`src/rtl/ysyx_25020047_seq.sv`:
```
// Multi-cycle instruction sequencer: owns PC/IR and steps fetch, execute, memory
// and writeback over a shared valid/ready memory port with fault and timeout detection.
module ysyx_25020047_seq #(
  parameter int unsigned          ADDR_W   = 32,
  parameter int unsigned          DATA_W   = 32,
  parameter logic [ADDR_W-1:0]    RESET_PC = ADDR_W'(32'h8000_0000),
  parameter int unsigned          TIMEOUT  = 255
) (
  input  logic                clk,
  input  logic                rst,
  output logic                mem_req_valid,
  input  logic                mem_req_ready,
  output logic [ADDR_W-1:0]   mem_req_addr,
  output logic                mem_req_wen,
  output logic [DATA_W-1:0]   mem_req_wdata,
  output logic [DATA_W/8-1:0] mem_req_wmask,
  input  logic                mem_rsp_valid,
  input  logic [DATA_W-1:0]   mem_rsp_data,
  input  logic                mem_rsp_err,
  output logic [ADDR_W-1:0]   pc,
  output logic [31:0]         inst,
  input  logic [ADDR_W-1:0]   ex_dnpc,
  input  logic                ex_is_load,
  input  logic                ex_is_store,
  input  logic                ex_trap,
  input  logic [ADDR_W-1:0]   ex_addr,
  input  logic [DATA_W-1:0]   ex_wdata,
  input  logic [DATA_W/8-1:0] ex_wmask,
  output logic [DATA_W-1:0]   load_data,
  output logic                commit,
  output logic                halted,
  output logic                fault,
  output logic [1:0]          fault_cause
);
  localparam logic [3:0] S_IDLE     = 4'd0;
  localparam logic [3:0] S_IF_REQ   = 4'd1;
  localparam logic [3:0] S_IF_WAIT  = 4'd2;
  localparam logic [3:0] S_EX       = 4'd3;
  localparam logic [3:0] S_MEM_REQ  = 4'd4;
  localparam logic [3:0] S_MEM_WAIT = 4'd5;
  localparam logic [3:0] S_WB       = 4'd6;
  localparam logic [3:0] S_HALT     = 4'd7;
  localparam logic [3:0] S_FAULT    = 4'd8;

  logic [3:0]          r_state, w_next;
  logic [1:0]          w_cause;
  logic [ADDR_W-1:0]   r_pc, r_dnpc, r_addr;
  logic [31:0]         r_inst;
  logic [DATA_W-1:0]   r_ld, r_wdata;
  logic [DATA_W/8-1:0] r_wmask;
  logic                r_wen, r_trap, r_halted, r_fault;
  logic [1:0]          r_cause;
  logic [31:0]         r_cnt;
  logic                w_misal, w_to, w_st;

  assign w_misal = r_pc[1:0] != 2'b00;
  // Expires on the TIMEOUT-th wait cycle; a response in that same cycle still wins.
  assign w_to    = (TIMEOUT != 0) && (r_cnt == 32'(TIMEOUT - 1));

  always_comb begin
    w_next  = r_state;
    w_cause = 2'd0;
    case (r_state)
      S_IDLE:     w_next = S_IF_REQ;
      S_IF_REQ: begin
        if (w_misal) begin
          w_next  = S_FAULT;
          w_cause = 2'd1;
        end else if (mem_req_ready) w_next = S_IF_WAIT;
      end
      S_IF_WAIT, S_MEM_WAIT: begin
        if (mem_rsp_valid) begin
          if (mem_rsp_err) begin
            w_next  = S_FAULT;
            w_cause = 2'd2;
          end else w_next = (r_state == S_IF_WAIT) ? S_EX : S_WB;
        end else if (w_to) begin
          w_next  = S_FAULT;
          w_cause = 2'd3;
        end
      end
      S_EX:       w_next = (ex_is_load || ex_is_store) ? S_MEM_REQ : S_WB;
      S_MEM_REQ:  if (mem_req_ready) w_next = S_MEM_WAIT;
      S_WB:       w_next = r_trap ? S_HALT : S_IF_REQ;
      S_HALT:     w_next = S_HALT;
      S_FAULT:    w_next = S_FAULT;
      default:    w_next = S_IDLE;
    endcase
  end

  always_ff @(posedge clk or negedge rst) begin
    if (!rst) begin
      r_state  <= S_IDLE;
      r_pc     <= RESET_PC;
      r_inst   <= '0;
      r_ld     <= '0;
      r_dnpc   <= '0;
      r_addr   <= '0;
      r_wdata  <= '0;
      r_wmask  <= '0;
      r_wen    <= 1'b0;
      r_trap   <= 1'b0;
      r_cnt    <= '0;
      r_halted <= 1'b0;
      r_fault  <= 1'b0;
      r_cause  <= 2'd0;
    end else begin
      r_state <= w_next;
      case (r_state)
        S_IF_REQ, S_MEM_REQ:   r_cnt <= '0;
        S_IF_WAIT, S_MEM_WAIT: r_cnt <= r_cnt + 32'd1;
        default: ;
      endcase
      if (r_state == S_IF_WAIT && mem_rsp_valid && !mem_rsp_err) r_inst <= mem_rsp_data[31:0];
      if (r_state == S_MEM_WAIT && mem_rsp_valid && !mem_rsp_err && !r_wen) r_ld <= mem_rsp_data;
      if (r_state == S_EX) begin
        r_dnpc  <= ex_dnpc;
        r_trap  <= ex_trap;
        r_addr  <= ex_addr;
        r_wdata <= ex_wdata;
        r_wmask <= ex_wmask;
        r_wen   <= ex_is_store;
      end
      if (r_state == S_WB) r_pc <= r_dnpc;
      if (w_next == S_HALT) r_halted <= 1'b1;
      if (w_next == S_FAULT && r_state != S_FAULT) begin
        r_fault <= 1'b1;
        r_cause <= w_cause;
      end
    end
  end

  // Request fields derive from state and latched operands only, so they hold until ready.
  assign w_st          = (r_state == S_MEM_REQ) && r_wen;
  assign mem_req_valid = (r_state == S_IF_REQ && !w_misal) || (r_state == S_MEM_REQ);
  assign mem_req_addr  = (r_state == S_IF_REQ)  ? r_pc :
                         (r_state == S_MEM_REQ) ? r_addr : '0;
  assign mem_req_wen   = w_st;
  assign mem_req_wdata = w_st ? r_wdata : '0;
  assign mem_req_wmask = w_st ? r_wmask : '0;

  assign pc          = r_pc;
  assign inst        = r_inst;
  assign load_data   = r_ld;
  assign commit      = (r_state == S_WB);
  assign halted      = r_halted;
  assign fault       = r_fault;
  assign fault_cause = r_cause;
endmodule

```
`config.mk`:
```
export PLATFORM = sky130hd
export DESIGN_NAME = ysyx_25020047_seq
export DESIGN_NICKNAME = d
export VERILOG_FILES = /design/src/rtl/ysyx_25020047_seq.sv
export SDC_FILE = /design/constraint.sdc
export NUM_CORES = 1
export LEC_CHECK = 0
export BUFFER_PORTS_ARGS = -buffer_cell sky130_fd_sc_hd__buf_2
export CAP_MARGIN = 20
export CORE_MARGIN = 2
export CORE_UTILIZATION = 55
export CTS_CLUSTER_SIZE = 30
export DETAILED_ROUTE_END_ITERATION = 10
export HOLD_SLACK_MARGIN = 0.03
export MAX_ROUTING_LAYER = met4
export PLACE_DENSITY = 0.85
export SLEW_MARGIN = 20
export SYNTH_ARGS = -nofsm -noshare
export SYNTH_HDL_FRONTEND = slang
export SYNTH_SLANG_ARGS = --single-unit
```
`constraint.sdc`:
```
create_clock -name clk -period 4.75 [get_ports clk]
set_clock_uncertainty 0.15 [all_clocks]
set_input_delay 0.475 -clock clk [delete_from_list [all_inputs] [get_ports clk]]
set_output_delay 0.475 -clock clk [all_outputs]
set_load 0.01 [all_outputs]
```
Word level (Yosys, flattened, before mapping)
Index checks and enable logic that the tools add are counted.
- word-level logic and storage cells: 65
- memory bits (writable): 0
- memory bits (read-only): 0
- latch bits: 0
- input port bits: 140
- output and inout bits: 171
- bits in registers: 238
- memories: 0
- divide/modulo/power cells: 0
- multiply operators: 0
- shift-type cells: 0
- order comparisons: 0
- $add $sub $neg: 1
- equality and inequality tests: 12
- mux-type cells: 20
- bitwise operators: 0
- reduce and logical (&&, ||, !) cells: 18
- operators by type and width (operator ; number):
    32-bit two-way mux ; 3
    32-bit one-hot mux with 2 select lines ; 1
    32-bit by 1-bit adder with 32-bit output (second input constant) ; 1
    32-bit by 8-bit == test with 1-bit output (second input constant) ; 1
    4-bit one-hot mux with 8 select lines ; 1
    4-bit two-way mux ; 7
    4-bit by 3-bit == test with 1-bit output (second input constant) ; 5
    4-bit by 2-bit == test with 1-bit output (second input constant) ; 2
    4-bit == test (second input constant) ; 2
    1-bit logical AND ; 8
    2-bit two-way mux ; 4
    3-bit two-way mux ; 2
    4-bit by 1-bit == test with 1-bit output (second input constant) ; 1
    4-bit zero test ; 1
    4-bit inequality test (second input constant) ; 1
    2-bit one-hot mux with 2 select lines ; 1
    2-bit nonzero test ; 2
    2-bit OR reduction ; 2
    1-bit zero test ; 3
    1-bit logical OR ; 2
    1-bit two-way mux ; 1

Logic depth before layout (Yosys ltp)
Gate-level depths: netlist of run 1.
- word-level depth: 7
- depth in mapped cells: 7
- mapped depth without buffers: 7

Least setup slack after synthesis of run 1
Ideal clock, no wire load.
- kind: register to output
- start: register r_state[0]
- end: output mem_req_addr[10]
- data required time: 4125 ps
- arrival time: 1924 ps
- slack: 2201 ps
- cell stages (with the launch flop): 5
- path buffers: 2
- path through: dfrtp_1 > clkbuf_1 > nor4b_1 > clkbuf_1 > a22o_1
- word-level cells in the longest chain between the ends: 3
- elaborated cells on any way between the ends: 4
- those cells by class: 2 x eq/ne; 2 x mux
- RTL lines (element ; RTL line ; source):
    start: declaration ; 45 ; logic [3:0] r_state, w_next;
    start signal: assignment ; 108 ; r_state <= w_next;
    4-bit by 3-bit == test with 1-bit output ; 137 ; (r_state == S_MEM_REQ) ? r_addr : '0;
    32-bit two-way mux ; 137 ;
    32-bit two-way mux * ; 136 ; assign mem_req_addr = (r_state == S_IF_REQ) ? r_pc :
    end: declaration ; 13 ; output logic [ADDR_W-1:0] mem_req_addr,
Every way passes the cells marked *; elsewhere a longest branch is shown, timed or not.

Worst setup path in the final report of run 1
- start: register r_state[0]
- end: output mem_req_addr[8]
Same word-level chain as after synthesis.

==> summary.md, run 1 <==
| Metric | Value |
|---|---|
| Outcome | finished, final reports clean |
| Syn Area/Cell | 13.4 um2 |
| Final worst setup slack | 1.77 ns |
| Worst-Margin Slew | 1.02 ns |
| Flops & latches, synth | 238 |
| Hold WC Path Type | in -> reg |
| Clock latency on the worst-skew pair | 0.53 ns |
| HPWL Detailed | 16,900 um |
| Antenna viol nets, final | 0 |
| Num rows | 49 |
| EDFF count, synth | 0 |
| Critical path class | reg -> out |
| Register area share after synthesis | 0.589 |
| Total GRT Usage | 0.291 |
| First-pass GRT wire length | 44,300 um |
| Final Max Slew Viols | 0 |
| Worst path cell trace | nor4b_2 > buf_4 > a22o_1 > buf_2 |
| Die outline height | ~140 um |
| Reg2Reg Setup Slack | 2.02 ns |
| FMAX | 335 MHz |
| Die area | 0.0195 mm2 |
| DR vias | 7,884 |
| Fillers | 1,125 |
| Area post-placement | 0.0119 mm2 |
| Leak pwr | approximately 0.0069 uW |
| Clk slew on worst S/H paths | 0.06 ns |
| Unrepaired setup endpoints after global routing | false |
| Root buffer cell | clkbuf_16 |
| Tmin final | 2.98 ns |
| Htree depth | 1 |
| Period utilisation layout | 0.628 |
| Total CTS buffers | 26 |
| Setup crit end kind | output port |
| DRC | 0 |
| Crit path max fanout | 42 |
| Max incr delay on CP | 0.53 ns |
| Routed wire length | 28,200 um |
| Fin. Hold Viols | 0 |
| Pwr Total | 8250 uW |
| IO Pins | 311 |
| Req. time, crit path | 4.12 ns |
| Hold wc startpoint | ex_addr[21] |
| GR Overflow Total | 0 |
| Total Neg Setup Slack | 0 ns |
| DRT Pass-1 Iters | 5 |
| Synth Net Count | 897 |
| Area of the multi-input gates | between 0.003 and 0.004 mm2 |
| Wire length per cell | 20.2 um |
| Die Width | 140 um |
| Critical path launch point | r_state[0]$_DFF_PN0_ |
| Hold EP | r_addr[21]$_DFFE_PN0P_ |
| Largest net degree at the start of global routing | between 100 and 150 |
| FF/Latch Area | about 0.006 mm2 |
| IO Port Bufs | 310 |
| FFs w/ async S/R, synth | 1.00 |
| Mean number of vias per cell | 5.67 |
| Pre-CTS setup slack | slightly above 2 ns |
| Clock Tree Buf Depth | 3 |
| Setup crit start kind | flop |
| Initial drt markers | between 300 and 400 |
| R2R Path Start | r_state[1]$_DFF_PN0_ |
| Layout cell share with drive strength beyond 1 | 0.493 |
| Post-Syn Area | around 0.010 mm2 |
| VDD IR max | approximately 0.45 mV |
| Worst Hold Slack | about 0.043 ns |
| Arr. time, crit path | around 2.4 ns |
| R2r endpoint | r_cnt[27]$_DFFE_PN0P_ |
| Synth Instances | 755 |
| Core area | about 0.018 mm2 |
| Pwr dens | 607 mW/mm2 |
| Synth warnings | 0 |
| GPL Wtd Cong | 0.886 |
| # clock sinks | 238 |
| Initial Utilization | 0.561 |
| Hold_buf cts | 82 |
| Distinct cell type count after synthesis | 45 |
| Number of global-route vias before repair | 8,381 |
| Antenna violations before repair | 2 |
| Max cap viols | 0 |
| Synth-to-layout area growth | 34.4% |
| Relative slew slack | 0.323 |
| CTS tree | done |
| Setup violations, final | 0 |
| Worst hold path depth | 2 |
| FF-to-FF path depth | 5 |
| Crit-path slowest cell | dfrtp_1 |
| Post-CTS Resized | 0 |
| Finished Cell Area | 0.0136 mm2 |
| Layout Nets | roughly 1,300 |
| Top_reg_cell synth | dfrtp_1 |
| Setup bufs post-CTS | 0 |
[sequential cells by signal (all words and copies together), names as in the netlist]
| signal | count |
|---|---|
| r_state | 4 |
| fault_cause | 2 |
| halted | 1 |
| r_dnpc | 32 |
| fault | 1 |
| r_cnt | 32 |
| inst | 32 |
| r_trap | 1 |
| r_wdata | 32 |
| r_wen | 1 |
| load_data | 32 |
| r_wmask | 4 |
| r_addr | 32 |
| pc | 32 |
[report_power, final]
part           total [uW]  switching, uW  internal, uW  leakage [uW]
sequential           3540            638          2900       0.00300
combinational        2680           1300          1380       0.00344
clock                2030            827          1200      0.000426
[worst max path at each step]
stage | end | slack [ns]
detailed placement | r_cnt[27]$_DFFE_PN0P_ | 2.07
global route | mem_req_addr[17] | 1.67
finish | mem_req_addr[8] | 1.77
floorplan | mem_req_addr[10] | 2.20
CTS | mem_req_wdata[29] | 1.81
global placement | r_cnt[29]$_DFFE_PN0P_ | 2.15
[worst max-delay path: cells and delay by family (launching register included)]
kind	cells	cell delay [ns]
compound gates	1	0.24
buf+inv	2	0.62
flops	1	0.53
simple gates	1	0.43
[cell usage after synthesis, types with 8 or more instances]
cell type | n | share of area
nand2_1 | 20 | 0.0074
nand3_1 | 12 | 0.0059
nor2_1 | 41 | 0.015
and3_1 | 42 | 0.026
mux2_2 | 198 | 0.22
nand4_1 | 17 | 0.011
xnor2_1 | 9 | 0.0078
xor2_1 | 18 | 0.016
dfrtp_1 | 237 | 0.59
a22o_1 | 33 | 0.029
inv_1 | 8 | 0.0030
clkbuf_1 | 40 | 0.015
nor4_1 | 8 | 0.0050
[metal layers]
layer,GRT usage,wire length (um),up-vias
li1,-,-,3482
met1,0.345,10700,3978
met2,0.501,14600,340
met3,0.0485,1650,84
met4,0.116,1160,0
met5,-,0,-
[layout make-up]
cell class,count,share of cell area
antenna,3,0.000552
clock buffer,36,0.0543
clock inverter,12,0.00985
inverter,8,0.00221
multi-input combinational,462,0.291
sequential,238,0.438
tap,229,0.0211
timing repair buffer,403,0.182
[cells by family (layout without fill, tap and decap cells)]
logic type / Yosys count / after routing / share of synthesized area
flip-flops: 238 / 238 / 0.589
multiplexers: 201 / 201 / 0.223
AND/OR/NAND/NOR: 173 / 173 / 0.0933
AO/OA/AOI/OAI: 59 / 59 / 0.0469
buffers and inverters: 55 / 459 / 0.0213
XOR/XNOR: 27 / 27 / 0.0234
adder cells (fa/ha/maj): 2 / 2 / 0.00247
other: 0 / 3 / 0
[cells in the final DEF (no fill, tap or decap), types with 3 or more instances in the layout]
master         count
or3_1              3
nand4_1           17
diode_2            3
mux2_2           198
clkbuf_1           5
inv_1              8
and3_1            42
nor2_1            41
and2_1             6
a22o_1            33
a21oi_1            7
o211ai_1           3
mux2i_1            3
xnor2_1            9
nand3b_1           3
buf_2            309
xor2_1            18
clkinv_2           5
dfrtp_1          236
nand2_1           20
nor4_1             8
nand3_1           12
nor3_1             4
dlygate4sd3_1     83
nand2b_1           3
o21ai_0            7
clkbuf_16         26
clkbuf_8           5
buf_4              9
[metrics by stage]
| stage | utilization | std cells |
|---|---|---|
| 2_1_floorplan | - | 755 |
| 3_3_place_gp | 0.659 | 1257 |
| 3_5_place_dp | 0.659 | 1257 |
| 4_1_cts | 0.753 | 1387 |
| 5_1_grt | 0.754 | 1390 |
| 6_report | 0.754 | 1391 |
Note: power is estimated with default switching activity, not from simulation.
==> inputs of run 2 (changes only) <==
--- a/config.mk
+++ b/config.mk
@@ -5,15 +5,16 @@
 export SDC_FILE = /design/constraint.sdc
 export NUM_CORES = 1
 export LEC_CHECK = 0
+export ABC_AREA = 1
 export BUFFER_PORTS_ARGS = -buffer_cell sky130_fd_sc_hd__buf_2
 export CAP_MARGIN = 20
 export CORE_MARGIN = 2
-export CORE_UTILIZATION = 55
+export CORE_UTILIZATION = 47
 export CTS_CLUSTER_SIZE = 30
 export DETAILED_ROUTE_END_ITERATION = 10
 export HOLD_SLACK_MARGIN = 0.03
 export MAX_ROUTING_LAYER = met4
-export PLACE_DENSITY = 0.85
+export PLACE_DENSITY = 0.76
 export SLEW_MARGIN = 20
 export SYNTH_ARGS = -nofsm -noshare
 export SYNTH_HDL_FRONTEND = slang
==> constraint.sdc (replaced) <==
create_clock -name clk -period 2.55 [get_ports clk]
set_clock_uncertainty 0.15 [all_clocks]
set_input_delay 0.255 -clock clk [delete_from_list [all_inputs] [get_ports clk]]
set_output_delay 0.255 -clock clk [all_outputs]
set_load 0.01 [all_outputs]
==> summary.md, run 2 <==
| Metric | Value |
|---|---|
| Sequential power share | 0.397 (-0.033) |
| Setup bufs post-CTS | 0 (unchanged) |
| Area of the multi-input gates | 0.00406 mm2 (+2.6%) |
| Crit path max fanout | 34 (-19%) |
| Die outline height | 155 um (+11%) |
| Most common cell in the synthesized netlist | nand2_1 |
| DRT Pass-1 Iters | 6 (+1) |
| Yosys top cell area share | 0.550 (-0.0366) |
| DRC | 0 (unchanged) |
| Outcome | finished, final reports clean |
| FMAX | 410 MHz |
| Pre-CTS setup slack | 0.526 ns (-1.55 ns) |
| Max cap viols | 0 (unchanged) |
| FFs w/ async S/R, synth | 1.00 (unchanged) |
| Hold WC Path Type | in -> async |
| Synth Instances | 1,255 (+66%) |
| Antenna viol nets, final | 0 (unchanged) |
| Period utilisation layout | 0.956 |
| Number of global-route vias before repair | 10,527 (+26%) |
| Top post-synthesis cells by area | dfrtp_1, nand2_1, mux2_2, nor2_1, inv_1 |
| Setup violations, final | 0 (unchanged) |
| Final Max Slew Viols | 0 (unchanged) |
| Core area | 0.0226 mm2 (+25%) |
| Syn Area/Cell | 8.59 um2 (-36%) |
| Arr. time, crit path | 2.03 ns (-0.33 ns) |
| Req. time, crit path | 2.14 ns (-1.98 ns) |
| Clk slew on worst S/H paths | 0.06 ns (about the same) |
| Switching power | 6030 uW (+120%) |
| Mean number of vias per cell | 5.26 (-7.2%) |
| VDD IR max | 0.819 mV (+81%) |
| Pwr dens | 1080 mW/mm2 (+78%) |
| Synth Net Count | 1,397 (+56%) |
| CTS tree | done |
| Most instantiated cells after synthesis | nand2_1, dfrtp_1, nor2_1, inv_1, nand3_1 |
| # clock sinks | 238 (unchanged) |
| Layout Nets | 1,835 (+43%) |
| Worst-Margin Slew | 0.670 ns (-0.346 ns) |
| Combinational share of power | 0.356 (+0.031) |
| Worst path cell trace | nor2_4 > buf_4 > nand3_1 > nand2_1 > buf_2 |
| Wire length per cell | 17.4 um (-14%) |
| Clock network fraction of total power | 0.247 (about the same) |
| Post-synth top area cell | dfrtp_1 |
| IO Port Bufs | 310 (unchanged) |
| Most frequent cells in the layout | nand2_1, buf_2, dfrtp_1 |
| Final Util | 0.662 (-0.0919) |
| Number of buffers and inverters on the critical path | 2 (unchanged) |
| EDFF count, synth | 0 (unchanged) |
| Leak pwr | 0.00798 uW (+16%) |
| Layout cell share with drive strength beyond 1 | 0.268 (-0.224) |
| Clock latency on the worst-skew pair | 0.54 ns (about the same) |
| Post-Syn Area | 0.0108 mm2 (+6.7%) |
| Tmin final | 2.44 ns |
| Initial Utilization | 0.478 (-0.0832) |
| Total Neg Setup Slack | 0 ns (unchanged) |
| Fillers | 1,666 (+48%) |
| GPL Wtd Cong | 0.946 (+6.7%) |
| Worst Hold Slack | 0.115 ns (+0.0725 ns) |
| Unrepaired setup endpoints after global routing | false |
| Die area | 0.0242 mm2 (+24%) |
| Routed wire length | 34,700 um (+23%) |
| Setup crit end kind | output port |
| Largest net degree at the start of global routing | 70 (-44%) |
| Final worst setup slack | 0.113 ns (-1.65 ns) |
| Initial drt markers | 898 (+140%) |
| Root buffer cell | clkbuf_16 |
| Synth warnings | 0 (unchanged) |
| DR vias | 10,516 (+33%) |
| Distinct cell type count after synthesis | 33 (-27%) |
| First-pass GRT wire length | 54,800 um (+23%) |
| Design internal power | 10,100 uW (+84%) |
| Delay-heaviest family, CP | buffers and inverters |
| Die Width | 155 um (+11%) |
| R2R Path Start | r_state[3]$_DFF_PN0_ |
| Antenna violations before repair | 1 (-1) |
| GR Overflow Total | 0 (unchanged) |
| Critical path class | reg -> out |
| Relative slew slack | 0.553 (+0.230) |
| Flops & latches, synth | 238 (unchanged) |
| Critical path launch point | r_state[0]$_DFF_PN0_ |
| Num rows | 55 (+12%) |
| Setup crit start kind | flop |
| Max incr delay on CP | 0.48 ns (-0.05 ns) |
| Top_reg_cell synth | dfrtp_1 |
| Total CTS buffers | 25 (-3.8%) |
| Synth-to-layout area growth | 38.6% |
| FF/Latch Area | 0.00596 mm2 (about the same) |
| Switching Share | 0.374 (+0.0392) |
| Clock Tree Buf Depth | 3 (unchanged) |
| Crit-path slowest cell | dfrtp_2 |
| IO Pins | 311 (unchanged) |
| Leading cell type in the layout, fill and taps excluded | nand2_1 |
| Register area share after synthesis | 0.552 (-0.0368) |
| Fin. Hold Viols | 0 (unchanged) |
| HPWL Detailed | 21,300 um (+26%) |
| Total GRT Usage | 0.293 (+0.00186) |
| Htree depth | 1 (unchanged) |
[run 2: per-stage QoR]
stage                     cells  cell area, um2  power [uW]
after global routing       1999           14900       17000
after floorplan            1255           10800        9490
after detailed placement   1812           12600       11600
after CTS                  1996           14900       15900
after global placement     1812           12600       11400
final                      1999           14900       16100
[run 2: cells by family (layout without fill, tap and decap cells)]
logic type,after synthesis,count (layout),share of synthesized area
xor+xnor,10,10,0.00812
compound gates,154,154,0.0731
buf+inv,187,643,0.0736
fa+ha+maj,2,2,0.00232
simple gates,611,611,0.235
mux,53,53,0.0553
flops,238,238,0.552
other cells,0,3,0
[run 2: power by group through the flow]
| stage | clock network [uW] | logic (uW) | registers (uW) |
|---|---|---|---|
| final | 3990 | 5730 | 6400 |
| after global routing | 4190 | 6240 | 6540 |
| after CTS | 4030 | 5550 | 6290 |
| after detailed placement | 0 | 5340 | 6310 |
| after global placement | 0 | 5180 | 6260 |
| after floorplan | 0 | 3040 | 6450 |
[run 2: final timing paths]
kind,endpoint,slack [ns],depth (start not counted)
worst max-delay path,mem_req_addr[20],0.11,5
worst min-delay path,r_cnt[8]$_DFFE_PN0P_,0.12,2
worst max register to register,r_state[1]$_DFF_PN0_,0.19,8
worst min register to register,halted$_DFFE_PN0N_,0.32,1
max in group asynchronous,pc[31]$_DFFE_PN1P_,1.42,3
min in group clk,halted$_DFFE_PN0N_,0.32,1
[run 2: layout make-up]
| type | instances | share of cell area |
|---|---|---|
| flip-flops and latches | 238 | 0.399 |
| multi-input cells | 830 | 0.272 |
| repair buffers | 467 | 0.212 |
| clock buffers | 32 | 0.0463 |
| inverters | 131 | 0.0333 |
| well taps | 285 | 0.0239 |
| clock inverters | 13 | 0.0137 |
| diodes | 3 | 0.000502 |
[run 2: what timing repair did]
| item | 4_1_cts | 5_1_grt |
|---|---|---|
| hold buffers | 139 | 0 |
| setup endpoints to repair | 1 | 42 |
| resized for setup | 1 | 6 |
| endpoints found under the hold margin | 406 | 0 |
[run 2: layer usage]
layer / GRT usage / share of wire / vias up
li1: - / - / 4846
met1: 0.356 / 0.38 / 5006
met2: 0.487 / 0.50 / 552
met3: 0.0568 / 0.078 / 112
met4: 0.115 / 0.043 / 0
met5: - / 0 / -
==> inputs of run 3 (changes only) <==
--- a/config.mk
+++ b/config.mk
@@ -8,7 +8,7 @@
 export ABC_AREA = 1
 export BUFFER_PORTS_ARGS = -buffer_cell sky130_fd_sc_hd__buf_2
 export CAP_MARGIN = 20
-export CORE_MARGIN = 2
+export CORE_MARGIN = 10
 export CORE_UTILIZATION = 47
 export CTS_CLUSTER_SIZE = 30
 export DETAILED_ROUTE_END_ITERATION = 10
==> summary.md, run 3 (synthesis results as in run 2) <==
| Metric | Value |
|---|---|
| Outcome | finished, final reports clean |
| Setup crit start kind | flop |
| Worst Hold Slack | 0.119 ns (+0.00335 ns) |
| Clock Tree Buf Depth | 3 (unchanged) |
| GPL Wtd Cong | 0.935 (-1.2%) |
| FMAX | 407 MHz (-0.75%) |
| Number of buffers and inverters on the critical path | 2 (unchanged) |
| Crit path max fanout | 34 (unchanged) |
| Fillers | 1,662 (-0.24%) |
| FF/Latch Area | 0.00596 mm2 (unchanged) |
| CTS tree | done |
| Clk slew on worst S/H paths | 0.07 ns (about the same) |
| Antenna violations before repair | 1 (unchanged) |
| Critical path class | reg -> out |
| Largest net degree at the start of global routing | 89 (+27%) |
| IO Pins | 311 (unchanged) |
| Pwr dens | 1090 mW/mm2 (+1.5%) |
| Layout cell share with drive strength beyond 1 | 0.267 (-0.00101) |
| Final worst setup slack | 0.0944 ns (-0.0185 ns) |
| Inst Count DP | 1,807 (-0.28%) |
| Root buffer cell | clkbuf_16 |
| Die area | 0.0294 mm2 (+22%) |
| Pwr Total | 16,300 uW (+1.4%) |
| Pre-CTS setup slack | 0.434 ns (-0.0925 ns) |
| VDD IR max | 0.829 mV (+1.2%) |
| DR vias | 10,569 (+0.50%) |
| Period utilisation layout | 0.963 (+0.00726) |
| Max incr delay on CP | 0.48 ns (about the same) |
| First-pass GRT wire length | 59,400 um (+8.5%) |
| Synth-to-layout area growth | 38.4% |
| Fin. Hold Viols | 0 (unchanged) |
| Delay-heaviest family, CP | simple AND/OR/NAND/NOR gates |
| Hold WC Path Type | in -> async |
| GR Overflow Total | 0 (unchanged) |
| Req. time, crit path | 2.14 ns (about the same) |
| Max cap viols | 0 (unchanged) |
| Clock latency on the worst-skew pair | 0.55 ns (about the same) |
| Total GRT Usage | 0.261 (-0.0325) |
| Setup crit end kind | output port |
| Most frequent cells in the layout | nand2_1, buf_2, dfrtp_1 |
| Total CTS buffers | 26 (+4.0%) |
| Arr. time, crit path | 2.05 ns (+0.02 ns) |
| Total Neg Setup Slack | 0 ns (unchanged) |
| Core area | 0.0226 mm2 (+0.31%) |
| Number of global-route vias before repair | 11,016 (+4.6%) |
| Area of the multi-input gates | 0.00405 mm2 (-0.22%) |
| Relative slew slack | 0.559 (+0.00563) |
| # clock sinks | 238 (unchanged) |
| Worst path cell trace | nor2_4 > buf_6 > nand3_1 > nand2_1 > buf_2 |
| Final Instance Count excl. Fillers | 1,996 (-0.15%) |
| Antenna viol nets, final | 0 (unchanged) |
| Initial drt markers | 951 (+5.9%) |
| IO Port Bufs | 310 (unchanged) |
| DRT Pass-1 Iters | 5 (-1) |
| Crit-path slowest cell | dfrtp_2 |
| Leading cell type in the layout, fill and taps excluded | nand2_1 |
| Final Max Slew Viols | 0 (unchanged) |
| Leak pwr | 0.00796 uW (-0.24%) |
| Tmin final | 2.46 ns (+0.0185 ns) |
| Die outline height | 171 um (+10%) |
| Wire length per cell | 19.1 um (+10%) |
| Initial Utilization | 0.476 (-0.00145) |
| Mean number of vias per cell | 5.30 (+0.66%) |
| Num rows | 55 (unchanged) |
| Htree depth | 1 (unchanged) |
| Unrepaired setup endpoints after global routing | false |
| Setup violations, final | 0 (unchanged) |
| Routed wire length | 38,200 um (+10%) |
| Layout Nets | 1,833 (-0.11%) |
| DRC | 0 (unchanged) |
| Die Width | 171 um (+10%) |
| HPWL Detailed | 24,000 um (+12%) |
| Worst-Margin Slew | 0.662 ns (-0.00844 ns) |
[run 3: changes by cell type in the layout (fill, tap and decap cells not counted), sizes merged]
| cell | previous run | this run |
|---|---|---|
| diode | 3 | 1 |
| bufinv | 5 | 4 |
| clkinvlp | 0 | 1 |
| inv | 131 | 132 |
| clkbuf | 32 | 35 |
| clkinv | 8 | 6 |
| buf | 328 | 325 |
[run 3: area by class of cell]
class / count / share of cell area
antenna: 1 / 0.000168
clock buffer: 35 / 0.0492
clock inverter: 12 / 0.0128
inverter: 131 / 0.0333
multi-input combinational: 830 / 0.271
sequential: 238 / 0.399
tap: 285 / 0.0239
timing repair buffer: 464 / 0.210
[run 3: path summary, 6_finish.rpt]
kind | startpoint | endpoint | slack, ns | cells past startpoint
max | r_state[0]$_DFF_PN0_ | mem_req_addr[26] | 0.09 | 5
min | rst | r_addr[5]$_DFFE_PN0P_ | 0.12 | 2
max reg2reg | r_state[2]$_DFF_PN0_ | r_cnt[3]$_DFFE_PN0P_ | 0.44 | 9
min reg2reg | r_dnpc[24]$_DFFE_PN0P_ | pc[24]$_DFFE_PN0P_ | 0.31 | 2
max in group asynchronous | rst | load_data[19]$_DFFE_PN0P_ | 1.39 | 3
min in group clk | r_dnpc[24]$_DFFE_PN0P_ | pc[24]$_DFFE_PN0P_ | 0.31 | 2
[run 3: layer usage]
layer | global-route usage | vias up | wire length (um) | part of all wire
met4 | 0.114 | 0 | 1630 | 0.043
met2 | 0.433 | 587 | 19100 | 0.50
met3 | 0.0598 | 104 | 3350 | 0.088
li1 | - | 4837 | - | -
met1 | 0.297 | 5041 | 14100 | 0.37
met5 | - | - | 0 | 0
[run 3: what timing repair did]
| item | CTS | global route |
|---|---|---|
| pin swaps | 0 | 1 |
| resized for setup | 2 | 6 |
| hold endpoints to repair | 360 | 0 |
| setup endpoints to repair | 6 | 27 |
| buffers inserted | 0 | 2 |
| hold buffers | 139 | 0 |
[run 3: where the power goes]
group	internal, uW	total [uW]	switching, uW
clock network	2440	4040	1600
logic	2260	5880	3620
registers	5390	6410	1020
total	10100	16300	6240
[run 3: stage by stage]
stage	utilization	cell area [um2]
after CTS	0.658	14900
after global routing	0.659	14900
final	0.659	14900
after global placement	0.555	12600
after floorplan	-	10800
after detailed placement	0.555	12600
